===== src/rtl/timer_array_if.sv =====
// Peripheral bus bundle for timer_array: active-low select/strobe/ready,
// word address, 32-bit write data in and registered read data out.
interface timer_array_if;
  logic        cs_;
  logic        as_;
  logic        rw;
  logic [29:0] addr;
  logic [31:0] wr_data;
  logic [31:0] rd_data;
  logic        rdy_;

  modport master (
    output cs_, as_, rw, addr, wr_data,
    input  rd_data, rdy_
  );

  modport slave (
    input  cs_, as_, rw, addr, wr_data,
    output rd_data, rdy_
  );
endinterface


===== src/rtl/timer_array.sv =====
// Multi-channel bus-slave timer: per channel a prescaled up-counter with compare,
// one-shot/periodic mode, interrupt enable and write-1-to-clear status.
module timer_array #(
  parameter int NUM_CH     = 4,
  parameter int CNT_W      = 32,
  parameter int PRESCALE_W = 8
) (
  input  logic              clk,
  input  logic              reset,
  timer_array_if.slave      bus,
  output logic [NUM_CH-1:0] irq_vec,
  output logic              irq
);
  localparam logic ENABLE_  = 1'b0;
  localparam logic DISABLE_ = 1'b1;
  localparam logic READ     = 1'b1;
  localparam logic WRITE    = 1'b0;

  localparam logic [1:0] REG_CTRL = 2'd0;
  localparam logic [1:0] REG_INTR = 2'd1;
  localparam logic [1:0] REG_EXPR = 2'd2;
  localparam logic [1:0] REG_CNT  = 2'd3;

  logic        access;
  logic        wr_access;
  logic        rd_access;
  logic [2:0]  ch_sel;
  logic [1:0]  reg_sel;
  logic [31:0] ch_rd_data [8];
  logic [31:0] rd_data_reg, rd_data_next;
  logic        rdy_reg, rdy_next;
  logic        irq_reg, irq_next;
  logic        unused_bits;

  assign access    = (bus.cs_ == ENABLE_) && (bus.as_ == ENABLE_);
  assign wr_access = access && (bus.rw == WRITE);
  assign rd_access = access && (bus.rw == READ);
  assign ch_sel    = bus.addr[4:2];
  assign reg_sel   = bus.addr[1:0];
  assign unused_bits = ^{bus.addr[29:5], bus.wr_data};

  // Eight decode slots so any 3-bit channel index resolves; absent channels read 0.
  genvar gi;
  generate
    for (gi = 0; gi < 8; gi++) begin : g_slot
      if (gi < NUM_CH) begin : g_ch
        logic                  start_reg, start_next;
        logic                  mode_reg, mode_next;
        logic                  irq_en_reg, irq_en_next;
        logic                  status_reg, status_next;
        logic [PRESCALE_W-1:0] prescale_reg, prescale_next;
        logic [PRESCALE_W-1:0] pc_reg, pc_next;
        logic [CNT_W-1:0]      cnt_reg, cnt_next;
        logic [CNT_W-1:0]      expr_reg, expr_next;
        logic                  sel, ctrl_wr, intr_wr, expr_wr, cnt_wr;
        logic                  tick, expire;
        logic [31:0]           ctrl_word;

        assign sel     = wr_access && (ch_sel == 3'(gi));
        assign ctrl_wr = sel && (reg_sel == REG_CTRL);
        assign intr_wr = sel && (reg_sel == REG_INTR);
        assign expr_wr = sel && (reg_sel == REG_EXPR);
        assign cnt_wr  = sel && (reg_sel == REG_CNT);

        assign tick   = start_reg && (pc_reg == prescale_reg);
        assign expire = tick && (cnt_reg == expr_reg);

        always_comb begin
          start_next    = start_reg;
          mode_next     = mode_reg;
          irq_en_next   = irq_en_reg;
          prescale_next = prescale_reg;
          status_next   = status_reg;
          expr_next     = expr_reg;
          cnt_next      = cnt_reg;

          if (ctrl_wr) begin
            start_next    = bus.wr_data[0];
            mode_next     = bus.wr_data[1];
            irq_en_next   = bus.wr_data[2];
            prescale_next = bus.wr_data[8 +: PRESCALE_W];
          end else if (expire && !mode_reg) begin
            start_next = 1'b0;
          end

          pc_next = (ctrl_wr || !start_reg || tick) ? '0 : pc_reg + PRESCALE_W'(1);

          // A CNT write overrides only the counter; the expiry still sets status.
          if (cnt_wr)
            cnt_next = bus.wr_data[CNT_W-1:0];
          else if (expire)
            cnt_next = '0;
          else if (tick)
            cnt_next = cnt_reg + CNT_W'(1);

          if (expire)
            status_next = 1'b1;
          else if (intr_wr && bus.wr_data[0])
            status_next = 1'b0;

          if (expr_wr)
            expr_next = bus.wr_data[CNT_W-1:0];
        end

        always_ff @(posedge clk or negedge reset) begin
          if (!reset) begin
            start_reg    <= 1'b0;
            mode_reg     <= 1'b0;
            irq_en_reg   <= 1'b0;
            status_reg   <= 1'b0;
            prescale_reg <= '0;
            pc_reg       <= '0;
            cnt_reg      <= '0;
            expr_reg     <= '0;
          end else begin
            start_reg    <= start_next;
            mode_reg     <= mode_next;
            irq_en_reg   <= irq_en_next;
            status_reg   <= status_next;
            prescale_reg <= prescale_next;
            pc_reg       <= pc_next;
            cnt_reg      <= cnt_next;
            expr_reg     <= expr_next;
          end
        end

        always_comb begin
          ctrl_word                   = '0;
          ctrl_word[0]                = start_reg;
          ctrl_word[1]                = mode_reg;
          ctrl_word[2]                = irq_en_reg;
          ctrl_word[8 +: PRESCALE_W]  = prescale_reg;
        end

        assign ch_rd_data[gi] = (reg_sel == REG_CTRL) ? ctrl_word :
                                (reg_sel == REG_INTR) ? 32'(status_reg) :
                                (reg_sel == REG_EXPR) ? 32'(expr_reg) :
                                                        32'(cnt_reg);
        assign irq_vec[gi] = status_reg & irq_en_reg;
      end else begin : g_absent
        assign ch_rd_data[gi] = '0;
      end
    end
  endgenerate

  assign rd_data_next = rd_access ? ch_rd_data[ch_sel] : '0;
  assign rdy_next     = access ? ENABLE_ : DISABLE_;
  assign irq_next     = |irq_vec;

  always_ff @(posedge clk or negedge reset) begin
    if (!reset) begin
      rd_data_reg <= '0;
      rdy_reg     <= DISABLE_;
      irq_reg     <= 1'b0;
    end else begin
      rd_data_reg <= rd_data_next;
      rdy_reg     <= rdy_next;
      irq_reg     <= irq_next;
    end
  end

  assign bus.rd_data = rd_data_reg;
  assign bus.rdy_    = rdy_reg;
  assign irq         = irq_reg;
endmodule

===== src/flat_wrapper.sv =====
// flat-port wrapper written by rule: the top's interface ports become plain ports
module timer_array_flat 
#(
  parameter int NUM_CH     = 4,
  parameter int CNT_W      = 32,
  parameter int PRESCALE_W = 8
)
  (clk, reset, irq_vec, irq, bus_cs_, bus_as_, bus_rw, bus_addr, bus_wr_data, bus_rd_data, bus_rdy_);
  timer_array_if bus_i ();
  input  logic clk;
  input  logic reset;
  output logic [NUM_CH-1:0] irq_vec;
  output logic irq;
  input wire logic [$bits(bus_i.cs_)-1:0] bus_cs_;
  input wire logic [$bits(bus_i.as_)-1:0] bus_as_;
  input wire logic [$bits(bus_i.rw)-1:0] bus_rw;
  input wire logic [$bits(bus_i.addr)-1:0] bus_addr;
  input wire logic [$bits(bus_i.wr_data)-1:0] bus_wr_data;
  output wire logic [$bits(bus_i.rd_data)-1:0] bus_rd_data;
  output wire logic [$bits(bus_i.rdy_)-1:0] bus_rdy_;
  assign bus_i.cs_ = bus_cs_;
  assign bus_i.as_ = bus_as_;
  assign bus_i.rw = bus_rw;
  assign bus_i.addr = bus_addr;
  assign bus_i.wr_data = bus_wr_data;
  assign bus_rd_data = bus_i.rd_data;
  assign bus_rdy_ = bus_i.rdy_;
  timer_array #(.NUM_CH(NUM_CH), .CNT_W(CNT_W), .PRESCALE_W(PRESCALE_W)) u_core (.clk(clk), .reset(reset), .bus(bus_i), .irq_vec(irq_vec), .irq(irq));
endmodule

===== config.mk =====
export PLATFORM = sky130hd
export DESIGN_NAME = timer_array_flat
export DESIGN_NICKNAME = d
export VERILOG_FILES = /design/src/rtl/timer_array_if.sv /design/src/rtl/timer_array.sv /design/src/flat_wrapper.sv
export SDC_FILE = /design/constraint.sdc
export NUM_CORES = 1
export LEC_CHECK = 0
export BUFFER_PORTS_ARGS = -buffer_cell sky130_fd_sc_hd__buf_2
export CORE_MARGIN = 5
export CORE_UTILIZATION = 50
export CTS_BUF_LIST = sky130_fd_sc_hd__clkbuf_16
export DETAILED_ROUTE_END_ITERATION = 7
export HOLD_SLACK_MARGIN = 0.08
export PLACE_DENSITY = 0.73
export SYNTH_ARGS = -nofsm -noshare
export SYNTH_HDL_FRONTEND = slang
export SYNTH_SLANG_ARGS = --single-unit

===== constraint.sdc =====
create_clock -name clk -period 2.1 [get_ports clk]
set_input_delay 0.42 -clock clk [delete_from_list [all_inputs] [get_ports clk]]
set_output_delay 0.42 -clock clk [all_outputs]
set_load 0.01 [all_outputs]

## After elaboration in Yosys (flattened, before gate mapping)

Index checks and enable logic that the tools add are counted.

| word-level totals | value |
|---|---|
| bits in registers | 370 |
| logic and storage cells | 185 |
| output and inout port bits | 38 |
| input bits | 67 |

| cells by class | value |
|---|---|
| multiplexer cells | 49 |
| reductions and logical operators | 70 |
| eq/ne operators | 14 |
| bitwise gates (word level) | 8 |
| order comparisons | 1 |
| add/subtract/negate cells | 8 |

Operators by type and width:

| cell | number |
|---|---|
| $mux W32 | 27 |
| $add A32 B1 Y32 const B | 4 |
| $eq A32 B32 Y1 | 4 |
| $bmux W32 S3 | 1 |
| $logic_and A1 B1 Y1 | 39 |
| $add A8 B1 Y8 const B | 4 |
| $eq A8 B8 Y1 | 4 |
| $mux W8 | 4 |
| $mux W1 | 17 |
| $reduce_bool A2 Y1 | 8 |
| $reduce_bool A3 Y1 | 4 |
| $logic_not A1 Y1 | 8 |
| $logic_or A1 B1 Y1 | 8 |
| $eq A3 B2 Y1 const B | 2 |
| $and A1 B1 Y1 | 4 |
| $eq A2 B2 Y1 const B | 2 |
| $ge A4 B4 Y1 const B | 1 |
| $not A3 Y4 | 1 |
| $reduce_or A4 Y1 | 1 |
| $eq A3 B1 Y1 const B | 1 |
| $logic_not A3 Y1 | 1 |
| $not A1 Y1 | 3 |
| $eq A2 B1 Y1 const B | 1 |
| $logic_not A2 Y1 | 1 |

## Logic depth before layout (Yosys ltp)

Gate-level depths: netlist (run 1).

| logic depth | value |
|---|---|
| depth in word-level cells | 8 |
| depth in mapped cells | 10 |
| gate-level depth less buffers | 8 |

## Least setup slack after synthesis (run 1)

Ideal clock, no wire load.

| path | value |
|---|---|
| kind | register to register |
| start point | register u_core.g_slot[0].g_ch.cnt_reg[22] |
| end point | register u_core.g_slot[0].g_ch.start_reg |
| data arrival time | 2114 ps |
| library setup time | 138 ps |
| period minus slack after synthesis | 2252 ps |
| data required time | 1962 ps |
| buffers on the path | 3 |
| slack | -152 ps |
| stages on the path, launching flop included | 11 |
| cell sequence | dfrtp_1 -> clkbuf_1 -> xor2_1 -> nor4_1 -> nand4_1 -> nor2_1 -> clkbuf_1 -> buf_2 -> nand2_1 -> o211ai_1 -> o21ai_0 |

| on the way | value |
|---|---|
| word-level cells in the longest chain between the ends | 4 |

RTL lines:

| item | RTL line | RTL |
|---|---|---|
| start, declared | timer_array.sv:53 | `logic [CNT_W-1:0] cnt_reg, cnt_next;` |
| start signal, assigned | timer_array.sv:122 | `cnt_reg <= cnt_next;` |
| $eq A32 B32 Y1 | timer_array.sv:66 | `assign expire = tick && (cnt_reg == expr_reg);` |
| $logic_and A1 B1 Y1 | timer_array.sv:66 |  |
| $logic_and A1 B1 Y1 | timer_array.sv:82 | `end else if (expire && !mode_reg) begin` |
| $reduce_bool A2 Y1 (no line) | -- |  |
| end signal, assigned | timer_array.sv:116 | `start_reg <= start_next;` |
| end, declared | timer_array.sv:47 | `logic start_reg, start_next;` |

Every way passes these cells.
A chain may end at the register's enable or synchronous reset.

## Final worst setup path (run 1)

| path | value |
|---|---|
| start point | register u_core.g_slot[3].g_ch.prescale_reg[0] |
| end point | register u_core.g_slot[3].g_ch.cnt_reg[31] |

| on the way | value |
|---|---|
| word-level cells in the longest chain between the ends | 5 |
| elaborated cells between the ends (all ways) | 6 |
| classes of those cells | eq/ne (1); mux (2); reduce/logical (3) |

RTL lines:

| item | RTL line | RTL |
|---|---|---|
| start, declared | timer_array.sv:51 | `logic [PRESCALE_W-1:0] prescale_reg, prescale_next;` |
| start signal, assigned | timer_array.sv:120 | `prescale_reg <= prescale_next;` |
| $eq A8 B8 Y1 * | timer_array.sv:65 | `assign tick = start_reg && (pc_reg == prescale_reg);` |
| $logic_and A1 B1 Y1 * | timer_array.sv:65 |  |
| $logic_and A1 B1 Y1 | timer_array.sv:66 |  |
| $mux W32 | timer_array.sv:91 | `else if (expire)` |
| $mux W32 | timer_array.sv:89 | `if (cnt_wr)` |
| end signal, assigned | timer_array.sv:122 |  |
| end, declared | timer_array.sv:53 |  |

Mark *: on every way between the ends. The rest lies on a longest branch, timed or not.

==> qor.txt, run 1 <==
Status -> complete, but fails checks
Failing checks -> setup timing
Combinational fraction of design power -> 37.3%
Switching power -> 0.00917 W
Via count -> 20,600
Post-synth EDFFs -> 0
Fin nets -> 2,746
CTS Buffer Depth -> 3
GRT Total Usage -> 32.8%
Fill cells -> 3,122
CTS Sinks -> 370
Met3 routed WL -> 7.31 mm
Final hold vios -> 0
Gpl congestion -> 0.998
VDD IR max -> 0.614 mV
Netlist cell types -> 65
WL met2 -> 36.8 mm
Post-Layout Inst Area -> 0.0298 mm^2
Pin count of the biggest net entering global routing -> 75
Min-delay worst type -> input port to flop
# IOs -> 105
Internal power -> 0.0166 W
Ys async rst share -> 100%
Inserted Clock Buffers -> 42
Storage element area -> 0.00927 mm^2
Setup-failing EPs final -> 132
Clock Latency Late Sink -> 0.58 ns
Placed instance area -> 0.0258 mm^2
Syn_area_per_cell -> 10.0 um^2
Hold-critical path depth -> 2
Power per Cell Area -> 864 mW/mm^2
FP Rows -> 76
Crit path max fanout -> 6
Syn_nets -> 2,231
Top_reg_cell synth -> dfrtp_1
DRC -> 0
Min Tclk post-route -> 2.47 ns
Met1 Wirelength -> 33.8 mm
Sw Share -> 35.6%
Post-synthesis sequential area ratio -> 43.0%
Dpl hpwl -> 55.7 mm
Antenna viol nets, final -> 0
Area of the multi-input gates -> 0.0130 mm^2
Commonest non-fill, non-tap cells in the layout -> buf_4 (442), dfrtp_1 (360), nor2_1 (211)
H-tree Lvls -> 2
Sequential power share -> 34.5%
Beginning of the critical path -> u_core.g_slot[3].g_ch.prescale_reg[0]
Overall die area -> 0.0474 mm^2
Critical Path AT -> 2.95 ns
Top Metal Used -> met5
Area growth from synthesis to layout -> 38.3%
Tcrit/Tclk final -> 118%
Final max-slew violation count -> 0
WP data required -> 2.59 ns
CP startpoint kind -> flop
Die span in y -> 218 um
Pwr Total -> 0.0258 W
Clock network fraction of total power -> 28.2%
Slew Limit Headroom -> 59.2%
Max Cap Violations -> 0
Layout cells sized above 1 -> 44.0%
Flops & latches, synth -> 370
Core Region -> 0.0429 mm^2
Synthesized area -> 0.0216 mm^2
Syn Inst Count -> 2,156
Clk Tree Root Cell -> clkbuf_16
Gr ovfl total -> 0
1st-iter DRT viols -> 2,087
Number of I/O port buffers -> 79
WS Path Type -> flop to flop
Final setup margin -> -0.368 ns
Hold_ws -> 0.162 ns
Critical R2R Launch -> u_core.g_slot[3].g_ch.prescale_reg[0]
ANT cells -> 0
Worst-case reg-to-reg path depth -> 8
Worst slew pin tran -> 0.610 ns
Most common cell after layout, fill and taps aside -> buf_4
Drt pass-1 iters -> 5
Post-Route WL -> 81.6 mm
Starting Density -> 50.3%
Fin cells -> 3,283
Setup Skew -> 0.0215 ns
Critical Path End Type -> flop
Placed insts -> 3,115
First-pass GRT wire length -> 120 mm
Chip Width -> 218 um
RSZ-0062 raised after global routing -> yes
Fin Setup TNS -> -23.36 ns
Reg clk slew, reported paths -> 0.06 ns
Synth warnings -> 0
TritonCTS clock tree -> built
Hold wc startpoint -> bus_rw
DR WL/cell -> 24.9 um
Initial antenna violation count -> 1
Via/cell ratio -> 6.28
Vias in the first global route -> 20,100
Leakage -> 13.3 nW
F_max -> 405 MHz
[final cells by class]
class	count	area share (%)
clock buffer	43	3.61
inverter	12	0.151
tap	585	2.46
sequential	370	31.1
clock inverter	28	0.751
timing repair buffer	630	18.3
multi-input combinational	1615	43.7
[through the flow]
step | setup slack, ns | utilization [%]
6_report | -0.368 | 69.5
5_1_grt | -0.427 | 69.5
4_1_cts | -0.295 | 66.4
3_5_place_dp | -0.446 | 60.1
3_3_place_gp | -0.413 | 60.1
2_1_floorplan | -0.0633 | -
[power by group through the flow]
stage	Combinational, W	Sequential, W	Clock (W)
floorplan	0.00385	0.00889	0
global placement	0.00788	0.00885	0
detailed placement	0.00803	0.00889	0
CTS	0.00866	0.00881	0.00732
global route	0.0101	0.00898	0.00761
finish	0.00960	0.00889	0.00727
[cells in the mapped netlist, types with 26 or more instances]
cell	instances	area share, %
a21oi_1	114	2.6
a221oi_1	26	1.1
a31oi_1	90	2.6
and3_1	30	0.87
clkbuf_1	114	2.0
dfrtp_1	369	43
mux2_2	204	11
mux4_2	47	4.9
nand2_1	112	2.0
nand3_1	74	1.7
nand4_1	40	1.2
nor2_1	246	4.3
nor3_1	36	0.84
nor4_1	43	1.2
o21ai_0	103	2.4
or3_1	49	1.4
xor2_1	166	6.7
[worst max-delay path, cell delays in order, from the launching register on]
cell and delay [ns]:
dfrtp_1 0.41, xor2_1 0.19, nor4_2 0.27, nand4_1 0.25
or2_4 0.34, buf_12 0.14, buf_6 0.10, or4_4 0.51
a31oi_4 0.16
[cell families after synthesis]
kind of cell / count (synthesis) / share of synthesized area [%]
mux: 274 / 16.6
xor+xnor: 184 / 7.48
fa+ha+maj: 8 / 0.464
buf+inv: 173 / 3.66
compound gates: 413 / 11.6
simple gates: 734 / 17.2
flops: 370 / 43.0
[timing repair]
item                                   in CTS  in global routing
pin swaps                                 116                181
gates resized for setup                   231                255
setup buffers                              53                 48
setup endpoints to repair                 134                152
gates cloned                                9                  3
hold buffers                                3                  0
endpoints found under the hold margin     163                  0
[metal layers]
metal | up-vias | GRT usage (%)
met4 | 2 | 13.1
met1 | 10300 | 46.4
met2 | 1141 | 50.0
met5 | - | 0
met3 | 245 | 6.40
li1 | 8937 | -
[worst paths after layout]
check | end | slack [ns]
worst min register to register | u_core.g_slot[3].g_ch.irq_en_reg | 0.53
worst max-delay path | u_core.g_slot[3].g_ch.cnt_reg[31] | -0.37
worst min-delay path | u_core.bus.rd_data[0] | 0.16
min in group asynchronous | u_core.g_slot[3].g_ch.pc_reg[4] | 0.30
max in group asynchronous | u_core.g_slot[2].g_ch.cnt_reg[22] | 0.93
worst max register to register | u_core.g_slot[3].g_ch.cnt_reg[31] | -0.37
Note: power is estimated with default switching activity, not from simulation.
==> run 2, diff against run 1 <==
Settings changed: SETUP_SLACK_MARGIN set to 0.1.
==> qor.txt, run 2 (same netlist as run 1, synthesis figures left out) <==
Most common cell after layout, fill and taps aside -> buf_4
Clk Tree Root Cell -> clkbuf_16
Reg clk slew, reported paths -> 0.06 ns
Chip Width -> 218 um
TritonCTS clock tree -> built
Leakage -> 13.2 nW
CTS Buffer Depth -> 3
H-tree Lvls -> 2
Drt pass-1 iters -> 5
First-pass GRT wire length -> 117 mm
Worst path bufs/invs -> 1
GRT Total Usage -> 32.0%
Via/cell ratio -> 6.18
Min Tclk post-route -> 2.32 ns
Crit path max fanout -> 8
Number of I/O port buffers -> 79
Gpl congestion -> 0.987
Gr ovfl total -> 0
Top delay family on crit path -> simple AND/OR/NAND/NOR gates
Worst slew pin tran -> 0.595 ns
Critical R2R Capture -> u_core.g_slot[3].g_ch.cnt_reg[7]
F_max -> 432 MHz
CTS Sinks -> 370
Inserted Clock Buffers -> 43
Worst R2R Setup Slack -> -0.22 ns
Starting Density -> 50.3%
Vias in the first global route -> 19,800
Worst-case reg-to-reg path depth -> 7
Status -> complete, but fails checks
Max Cap Violations -> 0
Critical Path AT -> 2.81 ns
Final setup margin -> -0.216 ns
Slowest CP cell -> or4_4
Slew Limit Headroom -> 60.3%
Layout cells sized above 1 -> 43.9%
Fin nets -> 2,741
Most Used Layer, Global Route -> met2
Hold_ws -> 0.153 ns
Initial antenna violation count -> 1
VDD IR max -> 0.605 mV
Pin count of the biggest net entering global routing -> 65
Final max-slew violation count -> 0
Beginning of the critical path -> u_core.g_slot[3].g_ch.pc_reg[2]
Failing checks -> setup timing
DR WL/cell -> 23.9 um
Crit path cell chain -> xor2_1 > nor4_1 > nand4_1 > buf_6 > or2_4 > or4_4 > a31oi_1
Met3 Use GR -> 4.26%
Placed insts -> 3,117
Critical R2R Launch -> u_core.g_slot[3].g_ch.pc_reg[2]
Clock Latency Late Sink -> 0.58 ns
Dpl hpwl -> 54.6 mm
Storage element area -> 0.00927 mm^2
Overall die area -> 0.0474 mm^2
Area growth from synthesis to layout -> 37.8%
WP data required -> 2.59 ns
Fin util -> 69.3%
FP Rows -> 76
Setup-failing EPs final -> 122
Met1 usage -> 46.5%
Met2 GRT Util -> 48.9%
Antenna viol nets, final -> 0
Placed instance area -> 0.0259 mm^2
1st-iter DRT viols -> 2,237
Via count -> 20,300
Commonest non-fill, non-tap cells in the layout -> buf_4 (438), dfrtp_1 (359), nor2_1 (219)
RSZ-0062 raised after global routing -> yes
Instance count on the critical path -> 7
Final hold vios -> 0
Tcrit/Tclk final -> 110%
DRC -> 0
CP startpoint kind -> flop
Post-Layout Inst Area -> 0.0297 mm^2
Die span in y -> 218 um
Crit path to -> u_core.g_slot[3].g_ch.cnt_reg[7]
Setup Skew -> 0.0171 ns
ANT cells -> 0
# IOs -> 105
Fin cells -> 3,284
Slowest stage delay, CP -> 0.54 ns
Min-delay worst type -> input port to flop
Critical Path End Type -> flop
Fill cells -> 3,151
Core Region -> 0.0429 mm^2
Pwr Total -> 0.0260 W
Area of the multi-input gates -> 0.0129 mm^2
Power per Cell Area -> 874 mW/mm^2
Post-Route WL -> 78.4 mm
WS Path Type -> flop to flop
==> run 2: how the worst min path moves through the flow <==
stage	cells past startpoint	end	slack, ns	from
after global routing	3	u_core.g_slot[1].g_ch.cnt_reg[0]	0.20	bus_wr_data[0]
after floorplan	0	u_core.bus.rd_data[0]	0.12	reset
after detailed placement	1	u_core.g_slot[1].g_ch.cnt_reg[29]	0.42	reset
final	3	u_core.g_slot[1].g_ch.cnt_reg[0]	0.15	bus_wr_data[0]
after CTS	3	u_core.g_slot[1].g_ch.cnt_reg[0]	0.14	bus_wr_data[0]
after global placement	1	u_core.g_slot[1].g_ch.cnt_reg[29]	0.42	reset
==> run 2: metrics by stage <==
stage	TNS (ns)	setup slack [ns]
2_1_floorplan	-0.00407	-0.00407
3_3_place_gp	-16.86	-0.322
3_5_place_dp	-21.23	-0.286
4_1_cts	-5.38	-0.141
5_1_grt	-23.73	-0.305
6_report	-12.26	-0.216
==> run 2: worst reg2reg max path, stage by stage (launching register included) <==
cell,delay (ns)
dfrtp_1,0.39
xor2_1,0.17
nor4_1,0.33
nand4_1,0.15
buf_6,0.17
or2_4,0.31
or4_4,0.54
a31oi_1,0.18
==> run 2: repair_timing <==
action / in CTS / in global routing
gates cloned: 8 / 4
setup buffers: 50 / 39
endpoints found under the hold margin: 45 / 0
hold buffers: 1 / 0
endpoints found under the setup margin: 138 / 152
pin swaps: 120 / 156
gates resized for setup: 248 / 191
==> run 2: area by class of cell <==
| type | instances | share of cell area, % |
|---|---|---|
| Tap cell | 585 | 2.46 |
| Clock inverter | 33 | 0.741 |
| Timing Repair Buffer | 622 | 18.0 |
| Sequential cell | 370 | 31.2 |
| Clock buffer | 45 | 3.79 |
| Inverter | 12 | 0.152 |
| Multi-Input combinational cell | 1617 | 43.6 |
==> run 2: power breakdown <==
part,internal [W],switching [W]
logic,0.00456,0.00508
clock network,0.00422,0.00314
registers,0.00801,0.000955
==> run 2: routing by layer <==
metal | part of all wire (%) | up-vias
li1 | - | 8905
met1 | 42 | 10200
met2 | 45 | 1040
met3 | 8.3 | 203
met4 | 4.3 | 0
met5 | 0 | -
